==> src/rtl/led_ctrl_pkg.sv <==
`default_nettype none
// ============================================================================
// Package   : led_ctrl_pkg
// Purpose   : Shared constants for the LED blink controller: mode/state
//             encodings, period register width and burst length.
// Revision  : 1.0  initial release
// ============================================================================
package led_ctrl_pkg;

  // Mode encodings double as the FSM state encoding seen on the mode output.
  localparam logic [1:0] MODE_OFF   = 2'd0;
  localparam logic [1:0] MODE_BLINK = 2'd1;
  localparam logic [1:0] MODE_CHASE = 2'd2;
  localparam logic [1:0] MODE_BURST = 2'd3;

  localparam int PERIOD_W     = 10;
  // A burst is 3 on-phases plus 3 off-phases, i.e. 6 half-period events.
  localparam int BURST_EVENTS = 6;
  localparam int BURST_CNT_W  = 3;

endpackage : led_ctrl_pkg
`default_nettype wire

==> src/rtl/tick_gen.sv <==
`default_nettype none
// ============================================================================
// Module    : tick_gen
// Purpose   : Clearable time-base divider. Counts 0..TICK_DIV-1 and asserts
//             tick for one cycle while the count sits at TICK_DIV-1.
// Ports     : clk  - system clock
//             rst  - asynchronous active-high reset
//             clr  - synchronous clear, forces the count back to 0
//             tick - one-cycle time-base pulse
// Revision  : 1.0  initial release
// ============================================================================
module tick_gen #(
  parameter int CLK_HZ  = 125_000_000,
  parameter int TICK_HZ = 1000
) (
  input  logic clk,
  input  logic rst,
  input  logic clr,
  output logic tick
);

  localparam int TICK_DIV = CLK_HZ / TICK_HZ;
  localparam int CNT_W    = (TICK_DIV > 2) ? $clog2(TICK_DIV) : 1;
  localparam logic [CNT_W-1:0] CNT_LAST = CNT_W'(TICK_DIV - 1);

  generate
    if ((CLK_HZ % TICK_HZ) != 0 || TICK_DIV < 2) begin : g_param_check
      $error("tick_gen: CLK_HZ/TICK_HZ must be an integer >= 2");
    end
  endgenerate

  logic [CNT_W-1:0] cnt;

  always_ff @(posedge clk or posedge rst) begin
    if (rst) begin
      cnt <= '0;
    end else if (clr || cnt == CNT_LAST) begin
      cnt <= '0;
    end else begin
      cnt <= cnt + CNT_W'(1);
    end
  end

  // Decoded straight from the counter flop; the controller consumes it
  // internally and only its registered results reach the pins.
  assign tick = (cnt == CNT_LAST);

endmodule : tick_gen
`default_nettype wire

==> src/rtl/led_blink_ctrl.sv <==
`default_nettype none
// ============================================================================
// Module    : led_blink_ctrl
// Purpose   : Drives the board LEDs through OFF / BLINK / CHASE / BURST
//             patterns. Commands (mode + half-period) arrive on a valid/ready
//             handshake; pattern steps occur every half-period of ticks.
// Ports     : clk, rst    - clock, asynchronous active-high reset
//             cfg_valid   - command valid
//             cfg_ready   - command can be accepted (low during a burst)
//             cfg_mode    - requested mode (see led_ctrl_pkg encodings)
//             cfg_period  - half-period in ticks, 0 behaves as 1
//             led         - registered LED drive
//             done        - one-cycle pulse when a burst finishes
//             mode        - current state encoding
// Revision  : 1.0  initial release
// ============================================================================
module led_blink_ctrl
  import led_ctrl_pkg::*;
#(
  parameter int CLK_HZ   = 125_000_000,
  parameter int TICK_HZ  = 1000,
  parameter int NUM_LEDS = 4
) (
  input  logic                clk,
  input  logic                rst,
  input  logic                cfg_valid,
  output logic                cfg_ready,
  input  logic [1:0]          cfg_mode,
  input  logic [PERIOD_W-1:0] cfg_period,
  output logic [NUM_LEDS-1:0] led,
  output logic                done,
  output logic [1:0]          mode
);

  generate
    if (NUM_LEDS < 2) begin : g_leds_check
      $error("led_blink_ctrl: NUM_LEDS must be >= 2");
    end
  endgenerate

  localparam logic [BURST_CNT_W-1:0] BURST_LAST = BURST_CNT_W'(BURST_EVENTS - 1);

  logic [PERIOD_W-1:0]    period;
  logic [PERIOD_W-1:0]    period_eff;
  logic [PERIOD_W-1:0]    hp_cnt;
  logic [BURST_CNT_W-1:0] burst_cnt;
  logic                   tick;
  logic                   accept;
  logic                   hp_event;

  // Ready is a pure decode of the state register: a burst runs to completion.
  assign cfg_ready  = (mode != MODE_BURST);
  assign accept     = cfg_valid && cfg_ready;
  assign period_eff = (period == '0) ? PERIOD_W'(1) : period;
  assign hp_event   = tick && (hp_cnt == period_eff - PERIOD_W'(1));

  // Accepting a command restarts the time base so the first pattern step
  // lands exactly period_eff*TICK_DIV cycles after the accepting edge.
  tick_gen #(
    .CLK_HZ  (CLK_HZ),
    .TICK_HZ (TICK_HZ)
  ) u_tick_gen (
    .clk  (clk),
    .rst  (rst),
    .clr  (accept),
    .tick (tick)
  );

  always_ff @(posedge clk or posedge rst) begin
    if (rst) begin
      mode      <= MODE_OFF;
      period    <= PERIOD_W'(1);
      hp_cnt    <= '0;
      burst_cnt <= '0;
      led       <= '0;
      done      <= 1'b0;
    end else begin
      done <= 1'b0;
      if (accept) begin
        // A command on the same edge as a half-period event wins outright.
        mode      <= cfg_mode;
        period    <= cfg_period;
        hp_cnt    <= '0;
        burst_cnt <= '0;
        case (cfg_mode)
          MODE_BLINK: led <= '1;
          MODE_CHASE: led <= NUM_LEDS'(1);
          MODE_BURST: led <= '1;
          default:    led <= '0;
        endcase
      end else begin
        if (tick) begin
          hp_cnt <= hp_event ? '0 : hp_cnt + PERIOD_W'(1);
        end
        if (hp_event) begin
          case (mode)
            MODE_BLINK: led <= ~led;
            MODE_CHASE: led <= {led[NUM_LEDS-2:0], led[NUM_LEDS-1]};
            MODE_BURST: begin
              if (burst_cnt == BURST_LAST) begin
                mode      <= MODE_OFF;
                led       <= '0;
                done      <= 1'b1;
                burst_cnt <= '0;
              end else begin
                led       <= ~led;
                burst_cnt <= burst_cnt + BURST_CNT_W'(1);
              end
            end
            default: ;
          endcase
        end
      end
    end
  end

endmodule : led_blink_ctrl
`default_nettype wire

==> config.mk <==
export PLATFORM = sky130hd
export DESIGN_NAME = led_blink_ctrl
export DESIGN_NICKNAME = d
export VERILOG_FILES = /design/src/rtl/led_ctrl_pkg.sv /design/src/rtl/tick_gen.sv /design/src/rtl/led_blink_ctrl.sv
export SDC_FILE = /design/constraint.sdc
export NUM_CORES = 1
export LEC_CHECK = 0
export ABC_AREA = 0
export CAP_MARGIN = 20
export CORE_ASPECT_RATIO = 1.25
export CORE_MARGIN = 4
export CORE_UTILIZATION = 53
export CTS_CLUSTER_DIAMETER = 60
export DETAILED_ROUTE_END_ITERATION = 7
export PLACE_DENSITY = 0.77
export SYNTH_ARGS = -nofsm -noshare
export SYNTH_HDL_FRONTEND = slang
export SYNTH_HIERARCHICAL = 1
export SYNTH_SLANG_ARGS = --single-unit
==> constraint.sdc <==
create_clock -name clk -period 2.7 [get_ports clk]
set_input_delay 0.405 -clock clk [delete_from_list [all_inputs] [get_ports clk]]
set_output_delay 0.405 -clock clk [all_outputs]
set_load 0.005 [all_outputs]
==> parameters.txt, run 1 <==
Parameter                              Value

Layout
  Post-synthesis to final-layout area growth    21.9%
  NumNets Final    371
  Post-Route Utilization    67.2%
  Ratio of cells with drive above 1 in the final layout    18.1%
  Number of diodes added for antenna fixing    0
  Post-layout instance area    0.00346 sq mm

STA
  Setup repair after global routing missed its margin    true
  Minimum period implied by the final worst setup slack    about 2.8 ns
  Pins over their slew limit    0
  Peak clock frequency supported by timing    between 0.3 and 0.4 GHz
  Tightest slew margin relative to the limit    ~44%
  Worst Max-Slew Pin Slew    between 0.8 and 0.9 ns
  Number of setup violations in the final report    18
  Final cycle utilization of the critical path    106%
  Final-layout setup total negative slack    -1.51 ns
  Clock Skews    about 0.017 ns
  Final Worst Setup Slack    -0.150 ns
  Final hold violations    0

Clock network
  Clock tree from TritonCTS    yes
  Clock latency on the worst-skew pair    around 0.30 ns
  Maximum clock insertion buffer count    2
  Clock transition time at the flip-flop clock pins of the worst setup and hold paths    0.09 ns
  Htree depth    2
  Clock sink count    47
  Clock buffers created by TritonCTS    5
  Cell chosen for the clock root    clkbuf_8

Floorplan
  Starting density of the core    55.1%
  Core area    0.00515 sq mm
  Horiz. Die Dim    73.5 um
  Row cnt    29
  Die footprint    0.00660 sq mm
  Io pins    23
  Die extent in y    about 90 um

Status
  Violated checks    setup timing
  Outcome    finished, violations left

Logic synthesis
  Total of warnings raised by yosys    6
  Flip-flop and latch count after synthesis    47
  Number of distinct library cell variants in the gate-level netlist after synthesis    56
  Most used flip-flop cell after synthesis    dfrtp_1
  Number of instances in the synthesized netlist    306
  Number of enable-type register cells in the synthesized netlist    0
  Async SR Flop Fraction    100%
  Synthesized Nets    324
  Post-synthesis average cell area    about 9.3 sq um
  Register area share after synthesis    41.5%
  Post-Syn Area    0.00284 sq mm

Setup path
  Count of cells along the worst register-to-register path    10
  Maximum single-stage delay on the critical path    0.42 ns
  Class of the most critical setup path    reg -> reg
  Maximum net fanout on the critical path    4
  CP Cell Sequence    nor4_4, a41oi_2, ha_2, o21ba_1, a221o_1, a222oi_1, nand4_2, buf_6, o41ai_2, o21ai_1
  Data required time of the worst path    2.89 ns
  Signal arrival time at the worst endpoint    3.04 ns
  Crit path max-delay family    compound AO/OA/AOI/OAI gates
  Setup slack on the worst flop-to-flop path    -0.15 ns
  Critical R2R Capture    led[3]
  Worst path bufs/invs    1
  Critical Path Source Type    register
  Setup crit end kind    register
  Beginning of the worst register-to-register path    period[8]
  Cell type of the slowest stage on the worst timing path    dfrtp_1

Global route
  Via count of the first global-routing pass    2463
  Number of antenna violations at the first check in global routing    0
  Leftover overflow at the end of global routing    0
  Pin count of the biggest net entering global routing    31
  GRT Total Usage    21.1%
  Wire length of the first global-routing pass    11300 um

Power and ir drop
  Leakage power summed over all cells    1.42 nW
  Power per Cell Area    604 mW/mm^2
  Highest ir drop seen on vdd    315 uV

Detailed routing
  Via-per-instance ratio    5.81
  Count of vias placed by the detailed router    2416
  DRC viols    0
  Final Routed Wirelength    6310 um
  Wire length per cell after detailed routing    15.2 um
  First DRT Iteration DRCs    141
  Number of search-and-repair iterations in the first detailed-routing pass    4
  Remaining antenna violation count after routing    0

Placed design
  DPL Wire Length    4680 um
  Placer's final routability congestion estimate    between 0.8 and 0.9
  Buffers added on ports    22
  Total cell area at the placement stage    0.00329 sq mm

Min path
  Worst hold path type    in -> async

Job
  Max capacitance violation total    0
## flip-flops by register name (all words and copies together), names as in the netlist
| signal | cells |
|---|---|
| u_tick_gen/cnt | 17 |
| led | 4 |
| done | 1 |
| period | 10 |
| mode | 2 |
| burst_cnt | 3 |
| hp_cnt | 10 |
## synth_stat cells, types with 3 or more instances
master    count  share of area (%)
a21oi_1      15                2.6
a32o_1        3                1.1
buf_2         3               0.53
clkbuf_1      6               0.79
dfrtp_1      46                 41
ha_1          3                1.3
inv_1        16                2.1
mux2_2        8                3.2
nand2_1      15                2.0
nand2b_1      6                1.3
nand3_1      11                1.9
nand4_1      10                2.2
nor2_1       35                4.6
nor2b_1       3               0.66
nor3_1       20                3.5
nor4_1        7                1.5
o211ai_1      3               0.79
o21a_1        4                1.1
o21ai_0      10                1.8
o21ai_1       4               0.70
o41ai_1       3               0.93
xnor2_1      22                6.8
xor2_1       12                3.7
## layout by cell type (no fill, tap or decap), types with 3 or more instances in the layout
cell type,instances
dfrtp_1,46
nor2_1,34
buf_4,25
xnor2_1,22
clkdlybuf4s50_1,22
inv_1,16
nor3_1,16
nand2_1,15
a21oi_1,15
xor2_1,12
nand3_1,11
nand4_1,10
o21ai_0,8
mux2_2,8
nor4_1,7
nand2b_1,6
buf_6,6
o21ai_1,5
clkbuf_8,5
nor3_2,4
o21a_1,4
o211ai_1,3
a32o_1,3
nor2b_1,3
o41ai_2,3
clkbuf_1,3
## routing by layer
layer	part of all wire, %	vias to the layer above	GRT usage (%)
met2	52	48	36.0
met1	42	1163	26.1
li1	-	1193	-
met4	1.9	0	7.70
met3	3.9	12	3.24
met5	0	-	0
## worst max-delay path by stage
| stage | from | endpoint | slack, ns | depth (start not counted) |
|---|---|---|---|---|
| 6_report | period[8] | led[3] | -0.15 | 10 |
| 5_1_grt | period[8] | led[1] | -0.35 | 10 |
| 4_1_cts | period[8] | led[0] | -0.11 | 11 |
| 3_5_place_dp | period[8] | led[3] | -0.19 | 9 |
| 3_3_place_gp | period[8] | led[3] | -0.1 | 9 |
| 2_1_floorplan | period[8] | led[1] | -0.16 | 10 |
## stage by stage
| step | cells | total power, mW | setup WS, ns | hold WS (ns) |
|---|---|---|---|---|
| finish | 416 | 2.09 | -0.150 | 0.499 |
| detailed placement | 403 | 1.65 | -0.190 | 0.521 |
| floorplan | 306 | 1.37 | -0.157 | 0.331 |
| global route | 416 | 2.23 | -0.351 | 0.562 |
| CTS | 414 | 2.08 | -0.113 | 0.518 |
| global placement | 403 | 1.63 | -0.0993 | 0.514 |
## where the power goes
group | switching [mW] | internal, mW | total (mW)
Combinational | 0.393 | 0.384 | 0.777
Sequential | 0.116 | 0.796 | 0.911
Clock | 0.221 | 0.184 | 0.406
Total | 0.730 | 1.36 | 2.09
## kinds of logic (layout without fill, tap and decap cells)
| family | count (synthesis) | in the layout | share of synthesized area, % |
|---|---|---|---|
| compound gates | 59 | 59 | 14.7 |
| xor+xnor | 35 | 35 | 11.1 |
| fa+ha+maj | 3 | 3 | 1.32 |
| buf+inv | 29 | 77 | 4.76 |
| flops | 47 | 47 | 41.5 |
| mux | 8 | 8 | 3.17 |
| simple gates | 125 | 125 | 23.5 |
## final cells by class
| type | count | area, sq um |
|---|---|---|
| Tap cell | 62 | 77.6 |
| Multi-Input combinational cell | 230 | 1590 |
| Timing Repair Buffer | 53 | 475 |
| Clock buffer | 8 | 80.1 |
| Sequential cell | 47 | 1180 |
| Fill cell | 416 | 1690 |
| Inverter | 16 | 60.1 |
## repair_timing
item / CTS / global route
hold endpoints to repair: 0 / 0
hold buffers: 0 / 0
resized for setup: 8 / 7
setup endpoints to repair: 19 / 19
pin swaps: 3 / 2
buffers inserted: 3 / 2
## tightest hold or removal path, cell delays in order
cell	delay, ns
clkdlybuf4s50_1	0.41
inv_1	0.06
buf_4	0.35
(Power assumes the default switching activity.)
==> run 2, diff against run 1 <==
--- a/config.mk
+++ b/config.mk
@@ -9,11 +9,10 @@
 export CAP_MARGIN = 20
 export CORE_ASPECT_RATIO = 1.25
 export CORE_MARGIN = 4
-export CORE_UTILIZATION = 53
+export CORE_UTILIZATION = 52
 export CTS_CLUSTER_DIAMETER = 60
 export DETAILED_ROUTE_END_ITERATION = 7
-export PLACE_DENSITY = 0.77
+export PLACE_DENSITY = 0.76
 export SYNTH_ARGS = -nofsm -noshare
 export SYNTH_HDL_FRONTEND = slang
-export SYNTH_HIERARCHICAL = 1
 export SYNTH_SLANG_ARGS = --single-unit
==> run 2 against run 1 <==
Compared with the run above:
- the run still ends with setup timing left
- power increased by 26%
- critical path depth rose by 1
- via count shrank 2.9%
- hold slack worse by 0.0028 ns
- cell area fell by 1.0%
- global-route usage decreased by 1.4 points
- clock power grew 4%
- routed wire length fell by 3.0%
- combinational power increased by 52%
==> parameters.txt, run 2 <==
Parameter                              Value

Logic synthesis
  Flip-flop and latch count after synthesis    47 (unchanged)
  Synthesized Nets    324 (unchanged)
  Leading area contributor after synthesis    dfrtp_1 (unchanged)
  Total of warnings raised by yosys    0 (was 6)
  Cells taking the most area after synthesis    dfrtp_1, nand2_1, xor2_1, nor2_1, xnor2_1 (was dfrtp_1, xnor2_1, nor2_1, xor2_1, nor3_1)
  Most repeated cell in the gate-level netlist after synthesis    nand2_1 (was dfrtp_1)
  Post-Syn Area    0.00271 sq mm (was 0.00284 sq mm)
  Register area share after synthesis    43.5% (was 41.5%)
  Async SR Flop Fraction    100% (unchanged)
  Most used flip-flop cell after synthesis    dfrtp_1 (unchanged)
  Post-synthesis average cell area    8.84 sq um (was 9.28 sq um)
  Commonest cells post-synth    nand2_1, dfrtp_1, nor2_1 (was dfrtp_1, nor2_1, xnor2_1)
  Number of enable-type register cells in the synthesized netlist    0 (unchanged)
  Number of instances in the synthesized netlist    306 (unchanged)
  Share of the synthesized area in the top cell type    42.5% (was 40.5%)
  Number of distinct library cell variants in the gate-level netlist after synthesis    53 (was 56)

Global route
  Leftover overflow at the end of global routing    0 (unchanged)
  Wire length of the first global-routing pass    9980 um (was 11300 um)
  Via count of the first global-routing pass    2312 (was 2463)
  GRT Total Usage    19.7% (was 21.1%)
  Pin count of the biggest net entering global routing    48 (was 31)
  Number of antenna violations at the first check in global routing    0 (unchanged)

Floorplan
  Starting density of the core    53.7% (was 55.1%)
  Row cnt    29 (unchanged)
  Horiz. Die Dim    72.5 um (was 73.5 um)
  Die extent in y    88.7 um (was 89.8 um)
  Core area    0.00504 sq mm (was 0.00515 sq mm)
  Io pins    23 (unchanged)
  Die footprint    0.00643 sq mm (was 0.00660 sq mm)

Placed design
  Buffers added on ports    22 (unchanged)
  Placed cell count    404 (was 403)
  DPL Wire Length    4360 um (was 4680 um)
  Placer's final routability congestion estimate    0.858 (was 0.876)

Power and ir drop
  Switch share    36.6% (was 34.9%)
  Leakage power summed over all cells    1.47 nW (was 1.42 nW)
  Power per Cell Area    768 mW/mm^2 (was 604 mW/mm^2)
  Proportion of power drawn by the clock network    16.0% (was 19.4%)
  Switching component of the power    0.964 mW (was 0.730 mW)
  Part of the total power dissipated in combinational logic    44.9% (was 37.1%)
  Highest ir drop seen on vdd    595 uV (was 315 uV)
  Internal cell power    1.67 mW (was 1.36 mW)
  Relative contribution of sequential cells to total power    39.1% (was 43.5%)

Clock network
  Hold-fix buffers at CTS    0 (unchanged)
  Clock latency on the worst-skew pair    0.31 ns (was 0.30 ns)
  Clock sink count    47 (unchanged)
  Cell chosen for the clock root    clkbuf_8 (unchanged)
  Clock buffers created by TritonCTS    5 (unchanged)
  Maximum clock insertion buffer count    2 (unchanged)
  Clock transition time at the flip-flop clock pins of the worst setup and hold paths    0.09 ns (about the same)
  Htree depth    2 (unchanged)
  Clock tree from TritonCTS    yes (unchanged)

Layout
  Number of diodes added for antenna fixing    0 (unchanged)
  Most common cell after layout, fill and taps aside    nand2_1 (was dfrtp_1)
  Leading registers by flop count    u_tick_gen.cnt x17, hp_cnt x10, period x10 (was u_tick_gen/cnt x17, hp_cnt x10, period x10)
  NumNets Final    375 (was 371)
  Post-synthesis to final-layout area growth    26.6% (was 21.9%)
  Non-filler cells in the finished layout    420 (was 416)
  Reg with most FFs    u_tick_gen.cnt (was u_tick_gen/cnt)
  Ratio of cells with drive above 1 in the final layout    20.7% (was 18.1%)
  Largest register FFs    17 (unchanged)
  Commonest cells after routing, fill and taps aside    nand2_1, dfrtp_1, nor2_1, buf_4, clkdlybuf4s50_1 (was dfrtp_1, nor2_1, buf_4, xnor2_1, clkdlybuf4s50_1)

STA
  Final Worst Setup Slack    -0.118 ns (was -0.150 ns)
  Minimum period implied by the final worst setup slack    2.82 ns (was 2.85 ns)
  Final hold violations    0 (unchanged)
  Worst Max-Slew Pin Slew    0.589 ns (was 0.832 ns)
  Hold WS    0.496 ns (was 0.499 ns)
  Tightest slew margin relative to the limit    60.8% (was 44.4%)
  Number of setup violations in the final report    10 (was 18)
  Clock Skews    0.0102 ns (was 0.0171 ns)
  Pins over their slew limit    0 (unchanged)
  Peak clock frequency supported by timing    0.355 GHz (was 0.351 GHz)
  Final cycle utilization of the critical path    104% (was 106%)
  Setup repair after global routing missed its margin    true (unchanged)

Detailed routing
  First DRT Iteration DRCs    100 (was 141)
  Count of vias placed by the detailed router    2347 (was 2416)
  DRC viols    0 (unchanged)
  Final Routed Wirelength    6120 um (was 6310 um)
  Via-per-instance ratio    5.59 (was 5.81)
  Number of search-and-repair iterations in the first detailed-routing pass    4 (unchanged)
  Remaining antenna violation count after routing    0 (unchanged)
  Wire length per cell after detailed routing    14.6 um (was 15.2 um)

Min path
  WHS Path Cells    2
  Worst hold path type    reg -> reg (was in -> async)

Setup path
  Path length in cells of the critical path    11 (was 10)
  CP Cell Sequence    nor3_4, a41oi_2, ha_2, buf_6, xor2_2, xnor2_1, nand4_1, nor4b_4, and2_4, nor2_2, a221o_1 (was nor4_4, a41oi_2, ha_2, o21ba_1, a221o_1, a222oi_1, nand4_2, buf_6, o41ai_2, o21ai_1)
  Crit path max-delay family    simple AND/OR/NAND/NOR gates (was compound AO/OA/AOI/OAI gates)
  Cell type of the slowest stage on the worst timing path    dfrtp_1 (unchanged)
  Class of the most critical setup path    reg -> reg (unchanged)
  Signal arrival time at the worst endpoint    3.01 ns (was 3.04 ns)
  Count of cells along the worst register-to-register path    11 (was 10)
  Worst path bufs/invs    1 (unchanged)
  Maximum net fanout on the critical path    4 (unchanged)
  Setup crit end kind    register (unchanged)
  Critical Path Source Type    register (unchanged)
  Maximum single-stage delay on the critical path    0.42 ns (about the same)
  Data required time of the worst path    2.89 ns (about the same)
  Setup slack on the worst flop-to-flop path    -0.12 ns (was -0.15 ns)

Status
  Outcome    finished, violations left (unchanged)
  Violated checks    setup timing (unchanged)

Job
  Max capacitance violation total    0 (unchanged)
==> run 2: changes by cell type in the layout (fill, tap and decap cells not counted), sizes merged, moves of 5 or more <==
cell,before,now
a211oi,0,6
and3,1,9
inv,16,5
mux2,8,0
nand2,15,58
nand4,11,5
nor2,35,40
nor3,20,5
nor4,8,1
o21ai,14,9
or3,2,7
xnor2,23,14
xor2,12,19
==> run 2: worst paths after layout <==
path / start / end
worst max-delay path: period[8] / led[3]
min in group asynchronous: rst / u_tick_gen.cnt[8]
worst min-delay path: period[0] / period[0]
worst min register to register: period[0] / period[0]
worst max register to register: period[8] / led[3]
max in group asynchronous: rst / hp_cnt[0]
==> run 2: worst min-delay path, cell delays in order, from the launching register on <==
cell,delay (ns)
dfstp_2,0.40
nand2_1,0.06
nand2_1,0.05
==> run 2: cell type report <==
type	count	area [sq um]
well taps	62	77.6
multi-input cells	245	1600
inverters	5	18.8
repair buffers	53	460
fillers	410	1620
clock inverters	3	20.0
clock buffers	5	68.8
flip-flops and latches	47	1180
==> run 2: metrics by stage <==
stage	util (%)	total power [mW]	setup TNS (ns)	cell area [sq um]	setup WS (ns)
6_report	67.9	2.63	-0.575	3430	-0.118
5_1_grt	67.9	2.81	-3.49	3430	-0.264
4_1_cts	65.0	2.51	-0.0624	3280	-0.0229
3_5_place_dp	62.5	2.02	-0.221	3150	-0.0401
3_3_place_gp	62.5	1.99	0	3150	0.0449
2_1_floorplan	-	1.64	0	2720	0.0000870
==> run 2: kinds of logic after synthesis <==
kind of cell,count (synthesis),share of synthesized area (%)
XOR/XNOR,33,10.7
multiplexers,4,1.48
AO/OA/AOI/OAI,45,11.5
adder cells (fa/ha/maj),3,1.39
buffers and inverters,14,2.22
flip-flops,47,43.5
AND/OR/NAND/NOR,160,29.2
==> run 2: per-layer routing <==
| layer | track usage [%] | part of all wire [%] |
|---|---|---|
| met5 | 0 | 0 |
| met4 | 7.21 | 1.4 |
| met3 | 3.75 | 2.2 |
| met2 | 36.9 | 55 |
| met1 | 21.8 | 42 |
==> run 2: timing repair <==
item / in CTS / in global routing
endpoints found under the setup margin: 15 / 19
hold endpoints to repair: 0 / 0
pin swaps: 3 / 23
resized for setup: 4 / 26
buffers inserted: 3 / 5
==> run 2: power by group through the flow <==
| stage | combinational, mW | clock [mW] | sequential, mW |
|---|---|---|---|
| detailed placement | 0.992 | 0 | 1.03 |
| global placement | 0.968 | 0 | 1.03 |
| finish | 1.18 | 0.421 | 1.03 |
| floorplan | 0.615 | 0 | 1.02 |
| global route | 1.30 | 0.453 | 1.06 |
| CTS | 1.06 | 0.431 | 1.03 |
